**src/rtl/aes_inv_round_unit_pkg.sv**
```systemverilog
// aes_inv_pkg: shared types and GF(2^8) helpers for the AES-128
// inverse round unit.
//   op_e    - transaction opcode (INIT / MID / FINAL, 3 aliases FINAL)
//   state_e - round-unit FSM states
//   xtime / gf_mul09/0b/0d/0e - constant multipliers built from xtime chains
//   byte_msb - (row,col) -> MSB bit position of that byte in a 128-bit state
package aes_inv_pkg;

  typedef enum logic [1:0] {
    OP_INIT  = 2'd0,
    OP_MID   = 2'd1,
    OP_FINAL = 2'd2,
    OP_RSVD  = 2'd3
  } op_e;

  typedef enum logic [1:0] {
    ST_IDLE = 2'd0,
    ST_MIX  = 2'd1,
    ST_DONE = 2'd2
  } state_e;

  // multiply by x modulo x^8+x^4+x^3+x+1
  function automatic logic [7:0] xtime(input logic [7:0] a);
    return {a[6:0], 1'b0} ^ (a[7] ? 8'h1b : 8'h00);
  endfunction

  function automatic logic [7:0] gf_mul09(input logic [7:0] a);
    logic [7:0] x8;
    x8 = xtime(xtime(xtime(a)));
    return x8 ^ a;
  endfunction

  function automatic logic [7:0] gf_mul0b(input logic [7:0] a);
    logic [7:0] x2, x8;
    x2 = xtime(a);
    x8 = xtime(xtime(x2));
    return x8 ^ x2 ^ a;
  endfunction

  function automatic logic [7:0] gf_mul0d(input logic [7:0] a);
    logic [7:0] x4, x8;
    x4 = xtime(xtime(a));
    x8 = xtime(x4);
    return x8 ^ x4 ^ a;
  endfunction

  function automatic logic [7:0] gf_mul0e(input logic [7:0] a);
    logic [7:0] x2, x4, x8;
    x2 = xtime(a);
    x4 = xtime(x2);
    x8 = xtime(x4);
    return x8 ^ x4 ^ x2;
  endfunction

  // byte i = 4*col + row sits at [127-8i -: 8]
  function automatic int byte_msb(input int row, input int col);
    return 127 - 8 * (4 * col + row);
  endfunction

endpackage

```
**src/rtl/aes_inv_round_unit_if.sv**
```systemverilog
// aes_inv_round_unit_if: valid/ready request and response channels of the
// inverse round unit.
//   in_valid/in_ready/in_state/in_key/in_op - request (state, round key, op)
//   out_valid/out_ready/out_state           - response state
//   master: producer of requests / consumer of results (the round loop)
//   slave : the round unit
interface aes_inv_round_unit_if;
  logic         in_valid;
  logic         in_ready;
  logic [127:0] in_state;
  logic [127:0] in_key;
  logic [1:0]   in_op;
  logic         out_valid;
  logic         out_ready;
  logic [127:0] out_state;

  modport master (
    output in_valid, in_state, in_key, in_op, out_ready,
    input  in_ready, out_valid, out_state
  );

  modport slave (
    input  in_valid, in_state, in_key, in_op, out_ready,
    output in_ready, out_valid, out_state
  );
endinterface

```
**src/rtl/aes_inv_round_unit_inv_mix_column.sv**
```systemverilog
// inv_mix_column: combinational InvMixColumn on one 32-bit column.
//   col_in  - bytes a0..a3, a0 (row 0) in [31:24]
//   col_out - bytes b0..b3, b_r = 0e.a_r ^ 0b.a_r+1 ^ 0d.a_r+2 ^ 09.a_r+3
module inv_mix_column
  import aes_inv_pkg::*;
(
  input  logic [31:0] col_in,
  output logic [31:0] col_out
);
  logic [3:0][7:0] a, b;

  // packed [3] is the MSB byte, so row r lives at index 3-r
  assign a = col_in;

  for (genvar r = 0; r < 4; r++) begin : g_row
    assign b[3-r] = gf_mul0e(a[3-r])
                  ^ gf_mul0b(a[3-((r+1)%4)])
                  ^ gf_mul0d(a[3-((r+2)%4)])
                  ^ gf_mul09(a[3-((r+3)%4)]);
  end

  assign col_out = b;
endmodule

```
**src/rtl/aes_inv_round_unit.sv**
```systemverilog
// aes_inv_round_unit: AES-128 inverse-cipher round datapath.
// Applies AddRoundKey, then (MID only) a column-serial InvMixColumns over
// four cycles, then InvShiftRows (INIT/MID). The result is held until the
// downstream InvSubBytes stage takes it; input and output handshakes never
// overlap.
//   clk, rst_n - clock, asynchronous active-low reset
//   bus        - slave side of aes_inv_round_unit_if
module aes_inv_round_unit
  import aes_inv_pkg::*;
(
  input logic                clk,
  input logic                rst_n,
  aes_inv_round_unit_if.slave bus
);
  state_e       st;
  logic [1:0]   col;
  logic [127:0] st_reg;
  logic         in_ready_q;
  logic         out_valid_q;

  logic [127:0] ark, mixed, isr_src, isr_out;
  logic [31:0]  col_in, col_out;

  assign ark = bus.in_state ^ bus.in_key;

  // single shared column mixer, steered by the column counter
  always_comb begin
    mixed  = st_reg;
    col_in = st_reg[127:96];
    case (col)
      2'd0: begin col_in = st_reg[127:96]; mixed[127:96] = col_out; end
      2'd1: begin col_in = st_reg[95:64];  mixed[95:64]  = col_out; end
      2'd2: begin col_in = st_reg[63:32];  mixed[63:32]  = col_out; end
      default: begin col_in = st_reg[31:0]; mixed[31:0] = col_out; end
    endcase
  end

  inv_mix_column u_imc (
    .col_in  (col_in),
    .col_out (col_out)
  );

  // ISR feeds from the last mixed column in MIX, from the ARK result in IDLE
  assign isr_src = (st == ST_MIX) ? mixed : ark;

  for (genvar r = 0; r < 4; r++) begin : g_isr_r
    for (genvar c = 0; c < 4; c++) begin : g_isr_c
      localparam int DST = byte_msb(r, c);
      localparam int SRC = byte_msb(r, (c + 4 - r) % 4);
      assign isr_out[DST -: 8] = isr_src[SRC -: 8];
    end
  end

  always_ff @(posedge clk or negedge rst_n) begin
    if (!rst_n) begin
      st          <= ST_IDLE;
      col         <= 2'd0;
      st_reg      <= '0;
      in_ready_q  <= 1'b0;
      out_valid_q <= 1'b0;
    end else begin
      case (st)
        ST_IDLE: begin
          in_ready_q <= 1'b1;
          if (bus.in_valid && in_ready_q) begin
            in_ready_q <= 1'b0;
            case (op_e'(bus.in_op))
              OP_INIT: begin
                st_reg      <= isr_out;
                st          <= ST_DONE;
                out_valid_q <= 1'b1;
              end
              OP_MID: begin
                st_reg <= ark;
                col    <= 2'd0;
                st     <= ST_MIX;
              end
              default: begin  // FINAL and reserved
                st_reg      <= ark;
                st          <= ST_DONE;
                out_valid_q <= 1'b1;
              end
            endcase
          end
        end
        ST_MIX: begin
          if (col == 2'd3) begin
            st_reg      <= isr_out;
            col         <= 2'd0;
            st          <= ST_DONE;
            out_valid_q <= 1'b1;
          end else begin
            st_reg <= mixed;
            col    <= col + 2'd1;
          end
        end
        ST_DONE: begin
          if (bus.out_ready) begin
            st          <= ST_IDLE;
            out_valid_q <= 1'b0;
            in_ready_q  <= 1'b1;
          end
        end
        default: st <= ST_IDLE;
      endcase
    end
  end

  assign bus.in_ready  = in_ready_q;
  assign bus.out_valid = out_valid_q;
  assign bus.out_state = st_reg;
endmodule

```
**src/flat_wrapper.sv**
```systemverilog
// flat-port wrapper written by rule: the top's interface ports become plain ports
module aes_inv_round_unit_flat import aes_inv_pkg::*;
  (clk, rst_n, bus_in_valid, bus_in_state, bus_in_key, bus_in_op, bus_out_ready, bus_in_ready, bus_out_valid, bus_out_state);
  aes_inv_round_unit_if bus_i ();
  input logic clk;
  input logic rst_n;
  input wire logic [$bits(bus_i.in_valid)-1:0] bus_in_valid;
  input wire logic [$bits(bus_i.in_state)-1:0] bus_in_state;
  input wire logic [$bits(bus_i.in_key)-1:0] bus_in_key;
  input wire logic [$bits(bus_i.in_op)-1:0] bus_in_op;
  input wire logic [$bits(bus_i.out_ready)-1:0] bus_out_ready;
  output wire logic [$bits(bus_i.in_ready)-1:0] bus_in_ready;
  output wire logic [$bits(bus_i.out_valid)-1:0] bus_out_valid;
  output wire logic [$bits(bus_i.out_state)-1:0] bus_out_state;
  assign bus_i.in_valid = bus_in_valid;
  assign bus_i.in_state = bus_in_state;
  assign bus_i.in_key = bus_in_key;
  assign bus_i.in_op = bus_in_op;
  assign bus_i.out_ready = bus_out_ready;
  assign bus_in_ready = bus_i.in_ready;
  assign bus_out_valid = bus_i.out_valid;
  assign bus_out_state = bus_i.out_state;
  aes_inv_round_unit u_core (.clk(clk), .rst_n(rst_n), .bus(bus_i));
endmodule
```
**config.mk**
```make
export PLATFORM = sky130hd
export DESIGN_NAME = aes_inv_round_unit_flat
export DESIGN_NICKNAME = d
export VERILOG_FILES = /design/src/rtl/aes_inv_round_unit_pkg.sv /design/src/rtl/aes_inv_round_unit_if.sv /design/src/rtl/aes_inv_round_unit_inv_mix_column.sv /design/src/rtl/aes_inv_round_unit.sv /design/src/flat_wrapper.sv
export SDC_FILE = /design/constraint.sdc
export NUM_CORES = 1
export LEC_CHECK = 0
export CORE_ASPECT_RATIO = 1.25
export CORE_MARGIN = 1.5
export CORE_UTILIZATION = 47
export DETAILED_ROUTE_END_ITERATION = 6
export PLACE_DENSITY = 0.8
export SLEW_MARGIN = 10
export SYNTH_ARGS = -nofsm -noshare
export SYNTH_HDL_FRONTEND = slang
export SYNTH_SLANG_ARGS = --single-unit
```
**constraint.sdc**
```tcl
create_clock -name clk -period 5.4 [get_ports clk]
set_clock_uncertainty 0.15 [all_clocks]
set_input_delay 1.62 -clock clk [delete_from_list [all_inputs] [get_ports clk]]
set_output_delay 1.62 -clock clk [all_outputs]
set_load 0.005 [all_outputs]
```
==> reports/metrics.cfg <==
[placed_design]
hpwlAfterDp_microns = 41500
place_congestion = 1.00
placed_area_sq_um = 16700
post-place-ws_ns = 0.683
io_buffers = 391

[logic_synthesis]
synthTopCellsByArea = dfrtp_1, xnor2_1, xor2_1
ys_seq_area_share_pct = 27.4
synth.area.mux_share_pct = 4.00
ys_warn_count = 0
synth_nets = 1755
synth_xor_area_share_pct = 28.4
yosys.area_share.simple_pct = 11.0
synth_edf_count = 0
synth_fa_ha_area_share_pct = 0.409
syn_avg_cell_area_sq_um = 8.22
synth_top_area_cell = dfrtp_1
synth_compound_area_share_pct = 24.6
synth_top_family_by_area = XOR/XNOR gates
syn-cell-area_sq_um = 12200
synth_ff_type = dfrtp_1
yosysUniqueCellTypes = 60
ys_async_sr_fraction_pct = 100
syn_inst = 1489
synth_top_area_share_pct = 27.4
ys_ff_latch = 134

[sta]
rsz0062_at_grt = no
relSlewSlack_pct = 19.3
post-route-min-period_ns = 4.88
setup_viol = 0
fmax_mhz = 205
hold_viol_final = 0
tightest_slew_ns = 1.21
drv_slew = 0
fin_ws_ns = 0.524
timing.final.crit_share_pct = 90.3
tns_ns = 0

[clock_network]
cts-resized-gates = 0
hold_buffers = 0
ctsLongestPathBuffers = 2
root_buffer = clkbuf_16
cts_setup_buffers = 0
path_clk_slew_ns = 0.07
htreeDepth = 4
clkLatencyLatePin_ns = 0.44
cts_tree = built
clock_sinks = 134
numCtsBuffers = 17

[setup_path]
crit_buf_inv = 2
critPathTopFamily = compound AO/OA/AOI/OAI gates
crit_type = reg -> reg
cp_cell_sequence = inv_1 -> ha_2 -> buf_4 -> a222oi_1 -> xor2_1 -> a21oi_1 -> xnor2_2 -> xnor3_1 -> xnor2_1 -> mux2_2 -> o22ai_1 -> a21oi_1
slowest_stage = a222oi_1
path_common_cell = a21oi_1
critPathMaxStageDelay_ns = 1.04
worst-r2r-setup-slack_ns = 0.52
arrival_ns = 5.08
worstSetupStartpointType = flip-flop
cp_max_fo = 20
cp.required_ns = 5.61
end_kind = flip-flop

[drt]
totalWireLength_microns = 54700
drtIter0Drc = 1807
first_pass_iters = 7
vias_per_cell = 6.20
route.detailed.drc = 7
final_antenna_net_count = 0
wl_per_cell_microns = 24.8
vias = 13666

[finish]
synthToLayoutAreaGrowth_pct = 41.8
nets = 2121
design_area_sq_um = 17300
largest_reg_flops = 127
drive_gt1_share_pct = 6.96
antenna_cells = 0

[global_route]
grtUsageTotal_pct = 39.8
grt_pass1_vias = 13375
grt_pass1_wl_microns = 81000
grt_overflow = 0
grt_max_degree = 120
antenna_found_initial = 0

[floorplan]
rows = 65
core_sq_um = 25400
die-area_sq_um = 27000
start_util_pct = 48.2
die_w_microns = 147
num_io_pins = 392
dieHeight_microns = 183

[flow_run]
maxCapViolCount = 0

[run_status]
violations = DRC
status = complete, but fails checks

[hold_path]
hp-class = reg -> reg

cells in the mapped netlist (all sizes together), types with 7 or more instances:
cell type and number:
a211oi 24, a21o 7, a21oi 162, a221oi 14, a222oi 44, a32oi 11
buf 26, clkbuf 81, dfrtp 134, inv 25, mux2 7, mux2i 41
nand2 148, nor2 144, nor2b 14, nor3 7, o21ai 103, o221ai 16
o22ai 50, xnor2 228, xnor3 14, xor2 128
per-layer routing:
layer,track usage (%),vias to the layer above,wire [microns]
met5,0,-,0
met4,20.3,0,3050
met3,8.38,218,5850
met2,66.7,1064,26200
met1,48.1,6388,19500
li1,-,5996,-
placed cells by master (no fill, tap or decap), types with 5 or more instances in the layout:
master and n:
nor2_1 141, mux2_2 7, a31oi_1 6, a32oi_1 11, clkbuf_16 17, xor2_1 125, clkdlybuf4s50_1 390, a222oi_1 44
dfrtp_1 134, buf_4 59, nor2b_1 13, nand2b_1 5, xnor2_1 226, o21ai_1 8, xnor3_1 13, a21oi_1 159
a21o_1 7, bufinv_16 5, a211oi_1 24, inv_1 24, o221ai_1 16, nor3_1 7, nand2_1 147, a221oi_1 14
or2_2 6, o21ai_0 92, o22ai_1 50, mux2i_1 41
area by class of cell:
cell class	instances	area [sq um]
tap	335	419
clock inverter	13	219
timing repair buffer	454	4440
fill	2102	8030
multi-input combinational	1223	8390
sequential	134	3350
inverter	25	93.8
clock buffer	19	433
logic make-up after synthesis:
group           after synthesis
simple gates                333
fa+ha+maj                     4
xor+xnor                    370
buf+inv                     132
compound gates              468
mux                          48
flops                       134
tightest hold or removal path, stage by stage (launching register included):
cell     delay, ns
dfrtp_1       0.39
inv_1         0.06
a22oi_1       0.05
per-stage QoR:
stage | util, % | hold WS [ns] | instances
final | 68.4 | 0.396 | 2203
after global routing | 68.4 | 0.415 | 2203
after CTS | 68.4 | 0.405 | 2203
after detailed placement | 65.8 | 0.389 | 2171
after global placement | 65.8 | 0.380 | 2171
after floorplan | - | 0.348 | 1489
path summary, 6_finish.rpt:
check	cells after the start	to	start
max	12	u_core.bus.out_state[82]$_DFFE_PN0P_	u_core.col[0]$_DFFE_PN0P_
min	2	u_core.bus.out_valid$_DFFE_PN0P_	u_core.bus.out_valid$_DFFE_PN0P_
max reg2reg	12	u_core.bus.out_state[82]$_DFFE_PN0P_	u_core.col[0]$_DFFE_PN0P_
min reg2reg	2	u_core.bus.out_valid$_DFFE_PN0P_	u_core.bus.out_valid$_DFFE_PN0P_
max in group asynchronous	2	u_core.bus.out_state[12]$_DFFE_PN0P_	rst_n
min in group asynchronous	1	u_core.bus.out_state[77]$_DFFE_PN0P_	rst_n
Power is not shown: default switching activity piles up to over one toggle a cycle in this logic, so the estimate is an artifact.
